[config.mk]
export PLATFORM = sky130hd
export DESIGN_NAME = fifo_rd_ctrl_flat
export DESIGN_NICKNAME = d
export VERILOG_FILES = /design/src/rtl/fifo_rd_ctrl_if.sv /design/src/rtl/fifo_rd_ctrl.sv /design/src/flat_wrapper.sv
export SDC_FILE = /design/constraint.sdc
export NUM_CORES = 1
export LEC_CHECK = 0
export BUFFER_PORTS_ARGS = -buffer_cell sky130_fd_sc_hd__buf_2
export CAP_MARGIN = 20
export CORE_UTILIZATION = 52
export CTS_BUF_LIST = sky130_fd_sc_hd__clkbuf_4 sky130_fd_sc_hd__clkbuf_8
export DETAILED_ROUTE_END_ITERATION = 16
export GPL_TIMING_DRIVEN = 0
export HOLD_SLACK_MARGIN = 0.1
export PLACE_DENSITY = 0.87
export SETUP_SLACK_MARGIN = 0.02
export SLEW_MARGIN = 20
export SYNTH_ARGS = -nofsm -noshare
export SYNTH_HDL_FRONTEND = slang
export SYNTH_SLANG_ARGS = --single-unit
[constraint.sdc]
create_clock -name clk -period 1.8 [get_ports clk]
set_clock_uncertainty 0.1 [all_clocks]
set_input_delay 0 -clock clk [delete_from_list [all_inputs] [get_ports clk]]
set_output_delay 0 -clock clk [all_outputs]
set_load 0.005 [all_outputs]
[src/rtl/fifo_rd_ctrl_if.sv]
// rtl/fifo_rd_ctrl_if.sv - FIFO read port and downstream valid/ready bundle for fifo_rd_ctrl
interface fifo_rd_ctrl_if #(
  parameter int DATA_WIDTH = 8
);
  logic                  fifo_empty;
  logic                  fifo_underflow;
  logic [DATA_WIDTH-1:0] fifo_data_out;
  logic                  fifo_rd;
  logic [DATA_WIDTH-1:0] m_data;
  logic                  m_valid;
  logic                  m_ready;

  // Controller side: reads the FIFO and sources the downstream stream
  modport master (
    input  fifo_empty,
    input  fifo_underflow,
    input  fifo_data_out,
    output fifo_rd,
    output m_data,
    output m_valid,
    input  m_ready
  );

  // Environment side: the FIFO plus the downstream consumer
  modport slave (
    output fifo_empty,
    output fifo_underflow,
    output fifo_data_out,
    input  fifo_rd,
    input  m_data,
    input  m_valid,
    output m_ready
  );
endinterface

[src/rtl/fifo_rd_ctrl.sv]
// rtl/fifo_rd_ctrl.sv - FIFO read-side controller with 2-entry output buffer
module fifo_rd_ctrl #(
  parameter int DATA_WIDTH = 8,
  parameter int CNT_WIDTH  = 16
) (
  input  logic                 clk,
  input  logic                 rst_n,
  input  logic                 en,
  fifo_rd_ctrl_if.master       bus,
  output logic [CNT_WIDTH-1:0] drain_cnt,
  output logic                 err_underflow
);

  typedef enum logic [1:0] {
    OCC_EMPTY = 2'd0,
    OCC_ONE   = 2'd1,
    OCC_TWO   = 2'd2
  } occ_t;

  occ_t                  occ;
  logic [1:0]            occ_bits;
  logic                  inflight;
  logic                  capture;
  logic                  pop;
  logic [1:0]            pending;
  logic [DATA_WIDTH-1:0] entry [2];
  logic                  head;
  logic                  tail;

  assign occ_bits = occ;
  assign capture  = inflight;
  assign pop      = bus.m_valid & bus.m_ready;

  // Words that will sit in the buffer after this edge, counting the one in flight.
  // Max is occ 2 + inflight 1 = 3, so 2 bits suffice and pop never drives it negative.
  assign pending  = occ_bits + {1'b0, inflight} - {1'b0, pop};

  // Issue a read only when the buffer is guaranteed room for the returning word
  assign bus.fifo_rd = rst_n & en & ~bus.fifo_empty & (pending < 2'd2);

  assign bus.m_data = entry[head];

  // Occupancy state machine; m_valid is registered alongside the state
  always_ff @(posedge clk or negedge rst_n) begin
    if (!rst_n) begin
      occ         <= OCC_EMPTY;
      bus.m_valid <= 1'b0;
    end else begin
      case (occ)
        OCC_EMPTY: begin
          if (capture) begin
            occ         <= OCC_ONE;
            bus.m_valid <= 1'b1;
          end
        end
        OCC_ONE: begin
          if (capture && !pop) begin
            occ <= OCC_TWO;
          end else if (pop && !capture) begin
            occ         <= OCC_EMPTY;
            bus.m_valid <= 1'b0;
          end
        end
        OCC_TWO: begin
          if (pop && !capture) begin
            occ <= OCC_ONE;
          end
        end
        default: begin
          occ         <= OCC_EMPTY;
          bus.m_valid <= 1'b0;
        end
      endcase
    end
  end

  // Read pipeline tracking and buffer storage with head/tail pointers
  always_ff @(posedge clk or negedge rst_n) begin
    if (!rst_n) begin
      inflight <= 1'b0;
      head     <= 1'b0;
      tail     <= 1'b0;
      entry[0] <= '0;
      entry[1] <= '0;
    end else begin
      inflight <= bus.fifo_rd;
      if (capture) begin
        entry[tail] <= bus.fifo_data_out;
        tail        <= ~tail;
      end
      if (pop) begin
        head <= ~head;
      end
    end
  end

  // Drained-word counter, wraps naturally at 2^CNT_WIDTH
  always_ff @(posedge clk or negedge rst_n) begin
    if (!rst_n) begin
      drain_cnt <= '0;
    end else if (pop) begin
      drain_cnt <= drain_cnt + 1'b1;
    end
  end

  // Sticky underflow flag, cleared only by reset
  always_ff @(posedge clk or negedge rst_n) begin
    if (!rst_n) begin
      err_underflow <= 1'b0;
    end else if (bus.fifo_underflow) begin
      err_underflow <= 1'b1;
    end
  end

endmodule

[src/flat_wrapper.sv]
// flat-port wrapper written by rule: the top's interface ports become plain ports
module fifo_rd_ctrl_flat 
#(
  parameter int DATA_WIDTH = 8,
  parameter int CNT_WIDTH  = 16
)
  (clk, rst_n, en, drain_cnt, err_underflow, bus_fifo_empty, bus_fifo_underflow, bus_fifo_data_out, bus_fifo_rd, bus_m_data, bus_m_valid, bus_m_ready);
  fifo_rd_ctrl_if #(.DATA_WIDTH(DATA_WIDTH)) bus_i ();
  input  logic clk;
  input  logic rst_n;
  input  logic en;
  output logic [CNT_WIDTH-1:0] drain_cnt;
  output logic err_underflow;
  input wire logic [$bits(bus_i.fifo_empty)-1:0] bus_fifo_empty;
  input wire logic [$bits(bus_i.fifo_underflow)-1:0] bus_fifo_underflow;
  input wire logic [$bits(bus_i.fifo_data_out)-1:0] bus_fifo_data_out;
  output wire logic [$bits(bus_i.fifo_rd)-1:0] bus_fifo_rd;
  output wire logic [$bits(bus_i.m_data)-1:0] bus_m_data;
  output wire logic [$bits(bus_i.m_valid)-1:0] bus_m_valid;
  input wire logic [$bits(bus_i.m_ready)-1:0] bus_m_ready;
  assign bus_i.fifo_empty = bus_fifo_empty;
  assign bus_i.fifo_underflow = bus_fifo_underflow;
  assign bus_i.fifo_data_out = bus_fifo_data_out;
  assign bus_fifo_rd = bus_i.fifo_rd;
  assign bus_m_data = bus_i.m_data;
  assign bus_m_valid = bus_i.m_valid;
  assign bus_i.m_ready = bus_m_ready;
  fifo_rd_ctrl #(.DATA_WIDTH(DATA_WIDTH), .CNT_WIDTH(CNT_WIDTH)) u_core (.clk(clk), .rst_n(rst_n), .en(en), .bus(bus_i), .drain_cnt(drain_cnt), .err_underflow(err_underflow));
endmodule
==> summary.txt, run 1 <==
=================================================================================================================
Routed via count ...................................................................................        1,238
Worst Setup End Kind ...............................................................................  output port
Synth Area in Compound Gates .......................................................................      0.01823
Simple-gate share of the synthesized area ..........................................................       0.1065
Clock buffer count from CTS ........................................................................            5
Depth of the most critical reg-to-reg path .........................................................            9
Via/cell ratio .....................................................................................        5.116
Total core area .................................................................................... 0.003103 mm²
Antenna cell count .................................................................................            0
Final Hold Violating Endpoints .....................................................................           39
Source-to-sink clock delay at the later pin of the worst-skew pair .................................       330 ps
Proportion of synthesized area in mux cells ........................................................       0.1641
Most common cell after layout, fill and taps aside ................................................. sky130_fd_sc_hd__buf_2
Finished Cell Area ................................................................................. 0.002242 mm²
Post-route worst hold slack ........................................................................    -337.2 ps
Clock tree from TritonCTS ..........................................................................         done
Outcome ............................................................................................ complete, but fails checks
CP Launch Point .................................................................................... u_core.bus.m_valid
Fraction of layout instances using a drive strength above 1 ........................................       0.4747
DRT antenna net count ..............................................................................            0
Leading cell types by total area after synthesis ................................................... sky130_fd_sc_hd__dfrtp_1 57%, sky130_fd_sc_hd__mux2_2 16%, sky130_fd_sc_hd__xnor2_1 6.6%
Mean post-synth cell area ..........................................................................    13.00 µm²
Area of all sequential standard cells ..............................................................    977.2 µm²
Count of placed standard cells including taps ......................................................          216
H-tree depth .......................................................................................            2
GRT overflow .......................................................................................            0
Max Cap Violations .................................................................................            0
Post-Layout Cell Count .............................................................................          242
Arithmetic-cell share of the synthesized area counting full adders, half adders and majority gates .      0.02918
Initial core utilization ...........................................................................       0.5528
Synthesis-to-layout area growth ....................................................................       30.71%
Violation count after the first detailed-route iteration ...........................................           39
Clock Path Buffers .................................................................................            2
Rows ...............................................................................................           20
Main combinational cell family by area after synthesis ............................................. multiplexers
Total wire length ..................................................................................     3.297 mm
Slack of the worst reg-to-reg path .................................................................       100 ps
Critical path endpoint .............................................................................  bus_fifo_rd
Register bit count reported by yosys ...............................................................           39
Reg-to-Reg End ..................................................................................... u_core.capture
Count of port buffers added during placement .......................................................           40
Worst Setup Slack post-DPL .........................................................................     50.95 ps
Maximum clock frequency ............................................................................    564.8 MHz
First-pass GRT wire length .........................................................................     5.609 mm
Post-Synth XOR/XNOR Area ...........................................................................      0.09701
Multi-input combinational cell area ................................................................    744.5 µm²
Depth of the critical timing path with buffers and inverters included ..............................            7
Initial antenna violation count ....................................................................            0
Final total negative setup slack ...................................................................         0 ps
RSZ-0062 raised after global routing ...............................................................          yes
Fin worst setup slack ..............................................................................     29.56 ps
Filler Cell Count ..................................................................................          245
Clock sink count ...................................................................................           39
Remaining design rule violation count ..............................................................            0
Area post-placement ................................................................................ 0.001971 mm²
Period utilisation layout ..........................................................................       0.9836
Worst slew margin relative to its limit ............................................................       0.4381
Clock transition time at the flip-flop clock pins of the worst setup and hold paths ................       110 ps
Top cell type's share of synthesized area ..........................................................       0.5689
Fin nets ...........................................................................................          215
Yosys warning count ................................................................................            0
Overall Global Routing Usage .......................................................................       0.2187
Net Count, Synth ...................................................................................          150
Horiz. Die Dim .....................................................................................     59.44 µm
Highest cell delay on the worst timing path ........................................................       440 ps
Final routed wire length divided by cell count .....................................................     13.62 µm
Gp weighted congestion .............................................................................       0.7620
CP delay by family, top ............................................................................   flip-flops
Maximum number of pins on one net before global-route repair .......................................           41
Count of mapped cells out of synthesis .............................................................          132
Class of the most critical setup path ..............................................................   reg -> out
Post-synthesis sequential area ratio ...............................................................       0.5689
Sum of net half-perimeters after detailed placement ................................................     2.120 mm
Violations in the final reports ....................................................................  hold timing
Leakage power of the design ........................................................................     1.083 nW
Critical path, cell by cell ........................................................................ nand2_4 > inv_4 > ha_4 > nor2_1 > xnor2_1 > nor3_2 > buf_2
Reg2reg start ...................................................................................... u_core.bus.m_valid
Number of slew-limit violations in the final report ................................................            0
Data arrival time of the worst path ................................................................      1670 ps
Drt first pass iters ...............................................................................            4
Startpoint type of the worst setup path ............................................................         flop
Minimum period implied by the final worst setup slack ..............................................      1770 ps
Die Y ..............................................................................................     59.44 µm
Count of endpoints failing setup in the final report ...............................................            0
Power Total ........................................................................................     2.834 mW
Maximum fanout along the worst path ................................................................            3
Worst slew pin tran ................................................................................     842.8 ps
Maximum vdd drop ...................................................................................    0.6758 mV
Number of global-route vias before repair ..........................................................        1,257
Power per cell area ................................................................................  1264 mW/mm²
Count of buffering cells on the critical path with inverters included ..............................            2
Ports ..............................................................................................           41
Data required time of the critical path ............................................................      1700 ps
Type of the most critical hold path ................................................................  in -> async
CTS root buffer .................................................................................... sky130_fd_sc_hd__clkbuf_4
Slowest library cell on the worst path ............................................................. sky130_fd_sc_hd__dfrtp_2
Syn Std Cell Area .................................................................................. 0.001715 mm²
Commonest cells after routing, fill and taps aside ................................................. 41 x sky130_fd_sc_hd__buf_2, 38 x sky130_fd_sc_hd__dfrtp_1, 25 x sky130_fd_sc_hd__mux2_2, 12 x sky130_fd_sc_hd__xnor2_1, 11 x sky130_fd_sc_hd__dlygate4sd3_1
Number of library cell types mapped by synthesis ...................................................           23
Synth area leader .................................................................................. sky130_fd_sc_hd__dfrtp_1
Die area ........................................................................................... 0.003533 mm²
=================================================================================================================
[layout make-up]
cell class	count	area share
sequential	39	0.4358
multi-input combinational	86	0.3320
timing repair buffer	58	0.1618
clock buffer	8	0.03237
tap	44	0.02455
inverter	6	0.01116
buffer	1	0.002232
[power by group]
part,total (mW),internal [mW],switching [mW],leakage (nW)
clock network,0.507,0.245,0.261,0.0420
registers,1.36,1.16,0.197,0.484
logic,0.972,0.584,0.388,0.557
total,2.83,1.99,0.846,1.08
[kinds of logic after synthesis]
| group | Yosys count |
|---|---|
| simple gates | 33 |
| xor+xnor | 19 |
| flops | 39 |
| fa+ha+maj | 4 |
| compound gates | 5 |
| mux | 25 |
| buf+inv | 7 |
[registers in the layout, indices dropped and copies added, names as in the netlist]
register              cells
u_core.bus.m_valid        1
u_core.tail               1
u_core.occ                2
u_core.entry             16
u_core.err_underflow      1
u_core.drain_cnt         16
u_core.capture            1
u_core.head               1
[synthesized netlist by cell type]
| library cell | count |
|---|---|
| sky130_fd_sc_hd__a21oi_1 | 1 |
| sky130_fd_sc_hd__and3_1 | 2 |
| sky130_fd_sc_hd__and4_1 | 2 |
| sky130_fd_sc_hd__buf_2 | 1 |
| sky130_fd_sc_hd__dfrtp_1 | 39 |
| sky130_fd_sc_hd__ha_1 | 4 |
| sky130_fd_sc_hd__inv_1 | 6 |
| sky130_fd_sc_hd__mux2_2 | 25 |
| sky130_fd_sc_hd__nand2_1 | 10 |
| sky130_fd_sc_hd__nand3_1 | 6 |
| sky130_fd_sc_hd__nand3_2 | 1 |
| sky130_fd_sc_hd__nand4_1 | 1 |
| sky130_fd_sc_hd__nand4_2 | 1 |
| sky130_fd_sc_hd__nor2_1 | 5 |
| sky130_fd_sc_hd__nor2_2 | 1 |
| sky130_fd_sc_hd__nor3_1 | 1 |
| sky130_fd_sc_hd__nor3_2 | 2 |
| sky130_fd_sc_hd__o211ai_1 | 1 |
| sky130_fd_sc_hd__o21ai_0 | 2 |
| sky130_fd_sc_hd__o41ai_1 | 1 |
| sky130_fd_sc_hd__or2_2 | 1 |
| sky130_fd_sc_hd__xnor2_1 | 13 |
| sky130_fd_sc_hd__xor2_1 | 6 |
[stage by stage]
step	utilization	hold WS (ps)
floorplan	-	-395.6
global placement	0.6351	29.90
detailed placement	0.6351	47.49
global route	0.7226	-280.5
finish	0.7226	-337.2
CTS	0.7129	-325.4
[layer usage]
metal  vias up  global-route usage  share of wire
met1       613              0.2655           0.44
met4         0             0.07143          0.011
li1        583                   -              -
met3         7             0.05459          0.050
met5         -                   0              0
met2        35              0.3788           0.50
[worst min-delay path by stage]
stage           from                    to  slack [ps]  cells after the start
2_1_floorplan  rst_n    u_core.bus.m_valid        -400                      0
3_3_place_gp   rst_n  u_core.err_underflow          30                      1
3_5_place_dp   rst_n  u_core.err_underflow          50                      1
4_1_cts        rst_n       u_core.entry[9]        -330                      1
5_1_grt        rst_n       u_core.entry[9]        -280                      1
6_report       rst_n   u_core.drain_cnt[4]        -340                      1
[repair_timing]
action	4_1_cts	5_1_grt
pin swaps	5	4
setup buffers	6	2
gates resized for setup	7	2
setup endpoints to repair	1	2
hold endpoints to repair	69	40
hold buffers	10	1
No activity file was read; power rests on OpenSTA's default activity.
==> run 2: changes to the inputs <==
--- a/config.mk
+++ b/config.mk
@@ -11,5 +11,5 @@
 export CTS_BUF_LIST = sky130_fd_sc_hd__clkbuf_4 sky130_fd_sc_hd__clkbuf_8
 export DETAILED_ROUTE_END_ITERATION = 16
-export GPL_TIMING_DRIVEN = 0
+export GPL_TIMING_DRIVEN = 1
 export HOLD_SLACK_MARGIN = 0.1
 export PLACE_DENSITY = 0.87
==> constraint.sdc (replaced) <==
create_clock -name clk -period 1.8 [get_ports clk]
set_clock_uncertainty 0.1 [all_clocks]
set_input_delay 0.09 -clock clk [delete_from_list [all_inputs] [get_ports clk]]
set_output_delay 0.09 -clock clk [all_outputs]
set_load 0.005 [all_outputs]
==> summary.txt, run 2 (synthesis gave the netlist of run 1 again) <==
==================================================================================================
Sum of net half-perimeters after detailed placement .................................     2.249 mm
Source-to-sink clock delay at the later pin of the worst-skew pair ..................       330 ps
Maximum clock frequency .............................................................    547.3 MHz
Clock sink count ....................................................................           39
Worst slew margin relative to its limit .............................................       0.6869
Clock transition time at the flip-flop clock pins of the worst setup and hold paths .       100 ps
Highest cell delay on the worst timing path .........................................       410 ps
CTS root buffer ..................................................................... sky130_fd_sc_hd__clkbuf_4
Leakage power of the design .........................................................     1.076 nW
Power per cell area .................................................................  1230 mW/mm²
GRT overflow ........................................................................            0
RSZ-0062 raised after global routing ................................................          yes
Synthesis-to-layout area growth .....................................................       30.20%
Via/cell ratio ......................................................................        5.004
Clock Path Buffers ..................................................................            2
Gp weighted congestion ..............................................................       0.7326
Rows ................................................................................           20
Final Hold Violating Endpoints ......................................................            0
Maximum fanout along the worst path .................................................            2
Reg2reg start ....................................................................... u_core.bus.m_valid
Initial antenna violation count .....................................................            0
Final Core Density ..................................................................       0.7198
Startpoint type of the worst setup path .............................................         flop
Largest regs ........................................................................ u_core.drain_cnt: 16 flops, u_core.entry: 16 flops, u_core.occ: 2 flops
Commonest cells after routing, fill and taps aside .................................. 40 x sky130_fd_sc_hd__buf_2, 39 x sky130_fd_sc_hd__dfrtp_1, 25 x sky130_fd_sc_hd__mux2_2, 12 x sky130_fd_sc_hd__dlygate4sd3_1, 11 x sky130_fd_sc_hd__xnor2_1
Critical path, cell by cell ......................................................... nand2_2 > inv_2 > ha_4 > nor2_4 > xnor2_2 > nor3_2 > buf_2
Max Cap Violations ..................................................................            0
Violation count after the first detailed-route iteration ............................           34
Die area ............................................................................ 0.003533 mm²
CP delay by family, top .............................................................   flip-flops
First-pass GRT wire length ..........................................................     5.388 mm
Reg-to-Reg End ...................................................................... u_core.occ[1]
DRT antenna net count ...............................................................            0
Count of placed standard cells including taps .......................................          218
Clock tree from TritonCTS ...........................................................         done
Initial core utilization ............................................................       0.5528
Power Total .........................................................................     2.748 mW
Slowest library cell on the worst path .............................................. sky130_fd_sc_hd__dfrtp_1
Depth of the most critical reg-to-reg path ..........................................            6
Outcome ............................................................................. complete, but fails checks
Endpoint of the worst hold-timing path .............................................. u_core.drain_cnt[4]
Maximum number of pins on one net before global-route repair ........................           40
Post-Layout Cell Count ..............................................................          241
Violations in the final reports ..................................................... setup timing
Type of the most critical hold path .................................................    in -> reg
Worst hold path stage count .........................................................            4
Class of the most critical setup path ...............................................   reg -> out
Antenna cell count ..................................................................            0
Fin worst setup slack ...............................................................    -27.29 ps
Min-delay src .......................................................................  bus_m_ready
Count of endpoints failing setup in the final report ................................            1
Routed via count ....................................................................        1,206
Fraction of layout instances using a drive strength above 1 .........................       0.4721
Horiz. Die Dim ......................................................................     59.44 µm
Number of slew-limit violations in the final report .................................            0
Maximum vdd drop ....................................................................    0.7253 mV
H-tree depth ........................................................................            2
Fin nets ............................................................................          216
Remaining design rule violation count ...............................................            0
Drt first pass iters ................................................................            4
Data required time of the critical path .............................................      1610 ps
Number of global-route vias before repair ...........................................        1,192
Clock buffer count from CTS .........................................................            5
Final routed wire length divided by cell count ......................................     13.69 µm
Period utilisation layout ...........................................................        1.015
Minimum period implied by the final worst setup slack ...............................      1827 ps
Worst slew pin tran .................................................................     469.7 ps
Worst Setup End Kind ................................................................  output port
Post-route worst hold slack .........................................................     128.9 ps
Total core area ..................................................................... 0.003103 mm²
Die Y ...............................................................................     59.44 µm
Total wire length ...................................................................     3.300 mm
Filler Cell Count ...................................................................          233
Ports ...............................................................................           41
Most common cell after layout, fill and taps aside .................................. sky130_fd_sc_hd__buf_2
Data arrival time of the worst path .................................................      1640 ps
Slack of the worst reg-to-reg path ..................................................       150 ps
Overall Global Routing Usage ........................................................       0.2137
Count of port buffers added during placement ........................................           40
Depth of the critical timing path with buffers and inverters included ...............            7
Count of buffering cells on the critical path with inverters included ...............            2
==================================================================================================
[run 2: cell types whose count changed in the layout (fill, tap and decap cells not counted), sizes merged]
cell | before | now
dlygate4sd3 | 11 | 12
clkbuf | 8 | 6
[run 2: power breakdown]
group | internal (mW) | leakage (nW) | switching (mW) | total, mW
logic | 0.597 | 0.564 | 0.360 | 0.957
clock network | 0.154 | 0.0276 | 0.246 | 0.400
registers | 1.16 | 0.485 | 0.232 | 1.39
[run 2: area by class of cell]
class,instances,area (µm²),share of cell area
clock buffer,6,45.04,0.02017
inverter,6,22.52,0.01008
multi-input combinational,86,754.5,0.3378
sequential,39,975.9,0.4370
tap,44,55.05,0.02465
timing repair buffer,60,380.4,0.1703
[run 2: per-layer routing]
metal / global-route usage / part of all wire / up-vias
met5: 0 / 0 / -
met4: 0.07143 / 0.013 / 0
met3: 0.06550 / 0.054 / 6
met2: 0.3676 / 0.52 / 39
met1: 0.2529 / 0.41 / 575
li1: - / - / 586
[run 2: worst reg2reg max path: cells and delay by family (launching register included)]
kind / cells / cell delay (ps)
buffers and inverters: 3 / 400
flip-flops: 1 / 390
adder cells (fa/ha/maj): 1 / 310
AO/OA/AOI/OAI: 1 / 270
AND/OR/NAND/NOR: 1 / 70
[run 2: repair_timing]
action,4_1_cts,5_1_grt
endpoints found under the setup margin,1,1
resized for setup,5,4
cloned,0,0
endpoints found under the hold margin,57,0
setup buffers,3,2
pin swaps,4,4
hold buffers,12,0
[run 2: worst max-delay path by stage]
stage / slack, ps / start / end
final: -30 / u_core.bus.m_valid / bus_fifo_rd
after global routing: -110 / u_core.bus.m_valid / bus_fifo_rd
after CTS: -70 / u_core.bus.m_valid / bus_fifo_rd
after detailed placement: 250 / u_core.bus.m_valid / bus_fifo_rd
after global placement: 300 / u_core.capture / u_core.entry[10]
after floorplan: 180 / u_core.bus.m_valid / u_core.capture
[run 2: stage by stage]
stage          setup slack [ps]  TNS, ps  area [µm²]
2_1_floorplan             184.6        0        1715
3_3_place_gp              303.3        0        1988
3_5_place_dp              247.2        0        1988
4_1_cts                  -72.72   -72.72        2198
5_1_grt                  -111.9   -111.9        2233
6_report                 -27.29   -27.29        2233
==> run 3: changes to the inputs <==
HOLD_SLACK_MARGIN = not set   (was 0.1)
PLACE_DENSITY = 0.85   (was 0.87)
==> summary.txt, run 3 (synthesis gave the netlist of run 1 again) <==
==================================================================================================
Outcome ............................................................................. complete, but fails checks
Violations in the final reports ..................................................... setup timing
Clock transition time at the flip-flop clock pins of the worst setup and hold paths .       110 ps
Reg2reg start ....................................................................... u_core.bus.m_valid
Area post-placement ................................................................. 0.001981 mm²
Count of buffering cells on the critical path with inverters included ...............            2
Sum of net half-perimeters after detailed placement .................................     2.243 mm
Highest cell delay on the worst timing path .........................................       430 ps
Depth of the critical timing path with buffers and inverters included ...............            7
Maximum fanout along the worst path .................................................            2
Worst slew margin relative to its limit .............................................       0.6834
Total wire length ...................................................................     3.563 mm
Final Hold Violating Endpoints ......................................................            0
CP delay by family, top .............................................................   flip-flops
Remaining design rule violation count ...............................................            0
Overall Global Routing Usage ........................................................       0.2137
Violation count after the first detailed-route iteration ............................           16
GRT overflow ........................................................................            0
Clock buffer count from CTS .........................................................            5
Startpoint type of the worst setup path .............................................         flop
Commonest cells after routing, fill and taps aside .................................. 40 x sky130_fd_sc_hd__buf_2, 39 x sky130_fd_sc_hd__dfrtp_1, 25 x sky130_fd_sc_hd__mux2_2, 12 x sky130_fd_sc_hd__dlygate4sd3_1, 11 x sky130_fd_sc_hd__xnor2_1
Data required time of the critical path .............................................      1610 ps
Minimum period implied by the final worst setup slack ...............................      1919 ps
Source-to-sink clock delay at the later pin of the worst-skew pair ..................       340 ps
Final routed wire length divided by cell count ......................................     14.72 µm
Worst hold path stage count .........................................................            4
Number of slew-limit violations in the final report .................................            0
Power Total .........................................................................     2.832 mW
Max Cap Violations ..................................................................            0
Power per cell area .................................................................  1244 mW/mm²
Number of global-route vias before repair ...........................................        1,267
Final Core Density ..................................................................       0.7335
Area of all sequential standard cells ...............................................    975.9 µm²
Routed via count ....................................................................        1,225
Horiz. Die Dim ......................................................................     59.44 µm
Rows ................................................................................           20
Slowest library cell on the worst path .............................................. sky130_fd_sc_hd__dfrtp_1
Die Y ...............................................................................     59.44 µm
Min-delay src .......................................................................  bus_m_ready
Multi-input combinational cell area .................................................    785.8 µm²
H-tree depth ........................................................................            2
Period utilisation layout ...........................................................        1.066
Fraction of layout instances using a drive strength above 1 .........................       0.4848
Post-Layout Cell Count ..............................................................          242
RSZ-0062 raised after global routing ................................................          yes
Ports ...............................................................................           41
CP Launch Point ..................................................................... u_core.bus.m_valid
Filler Cell Count ...................................................................          218
Maximum clock frequency .............................................................    521.1 MHz
Depth of the most critical reg-to-reg path ..........................................            7
Synthesis-to-layout area growth .....................................................       32.68%
Finished Cell Area .................................................................. 0.002276 mm²
Class of the most critical setup path ...............................................   reg -> out
Die area ............................................................................ 0.003533 mm²
Antenna cell count ..................................................................            0
Via/cell ratio ......................................................................        5.062
DRT antenna net count ...............................................................            0
Clock tree from TritonCTS ...........................................................         done
Total core area ..................................................................... 0.003103 mm²
Clock sink count ....................................................................           39
Final total negative setup slack ....................................................    -119.2 ps
Leakage power of the design .........................................................     1.087 nW
Worst Setup End Kind ................................................................  output port
Clock Path Buffers ..................................................................            2
Type of the most critical hold path .................................................    in -> reg
Fin nets ............................................................................          216
Fin worst setup slack ...............................................................    -119.2 ps
Most common cell after layout, fill and taps aside .................................. sky130_fd_sc_hd__buf_2
Maximum number of pins on one net before global-route repair ........................           40
Count of endpoints failing setup in the final report ................................            1
First-pass GRT wire length ..........................................................     5.430 mm
Critical path, cell by cell ......................................................... nand2_2 > inv_2 > ha_4 > xnor2_4 > xnor2_2 > nor3_2 > buf_2
Count of placed standard cells including taps .......................................          217
Initial core utilization ............................................................       0.5528
Drt first pass iters ................................................................            4
Count of port buffers added during placement ........................................           40
Data arrival time of the worst path .................................................      1730 ps
Largest regs ........................................................................ u_core.drain_cnt: 16 flops, u_core.entry: 16 flops, u_core.occ: 2 flops
Maximum vdd drop ....................................................................    0.8317 mV
Worst slew pin tran .................................................................     474.9 ps
CTS root buffer ..................................................................... sky130_fd_sc_hd__clkbuf_4
Initial antenna violation count .....................................................            0
Gp weighted congestion ..............................................................       0.7368
==================================================================================================
run 3: final timing paths:
kind	slack, ps	endpoint
setup / recovery	-120	bus_fifo_rd
hold / removal	130	u_core.drain_cnt[4]
setup reg to reg	50	u_core.occ[1]
hold reg to reg	380	u_core.drain_cnt[15]
max in group asynchronous	1010	u_core.drain_cnt[5]
min in group asynchronous	260	u_core.capture
run 3: repair_timing:
action	in CTS	in global routing
buffers inserted	6	2
resized for setup	7	5
endpoints found under the setup margin	1	4
pin swaps	4	6
hold buffers	12	0
endpoints found under the hold margin	57	0
run 3: layout make-up:
| class | instances | share of cell area |
|---|---|---|
| repair buffers | 60 | 0.1671 |
| well taps | 44 | 0.02419 |
| clock buffers | 6 | 0.02254 |
| clock inverters | 1 | 0.002199 |
| multi-input cells | 86 | 0.3452 |
| inverters | 6 | 0.009896 |
| flip-flops and latches | 39 | 0.4288 |
run 3: worst min-delay path: stages:
cell	delay [ps]
sky130_fd_sc_hd__buf_2	120
sky130_fd_sc_hd__nand3_2	120
sky130_fd_sc_hd__nor2_1	80
sky130_fd_sc_hd__xor2_1	120
run 3: where the power goes:
| group | switching [mW] | internal (mW) |
|---|---|---|
| clock network | 0.267 | 0.181 |
| logic | 0.377 | 0.612 |
| registers | 0.237 | 1.16 |
| total | 0.881 | 1.95 |
run 3: stage by stage:
stage,hold slack [ps],worst slack (ps)
6_report,129.6,-119.2
5_1_grt,154.3,-204.9
4_1_cts,107.3,-28.22
3_5_place_dp,91.23,181.2
3_3_place_gp,89.34,257.3
2_1_floorplan,-305.6,184.6
run 3: routing by layer:
metal | vias up | wire length [µm] | global-route usage
met2 | 34 | 1911 | 0.3900
met4 | 0 | 78 | 0.1020
met1 | 596 | 1409 | 0.2301
li1 | 587 | - | -
met3 | 8 | 164 | 0.05022
met5 | - | 0 | 0
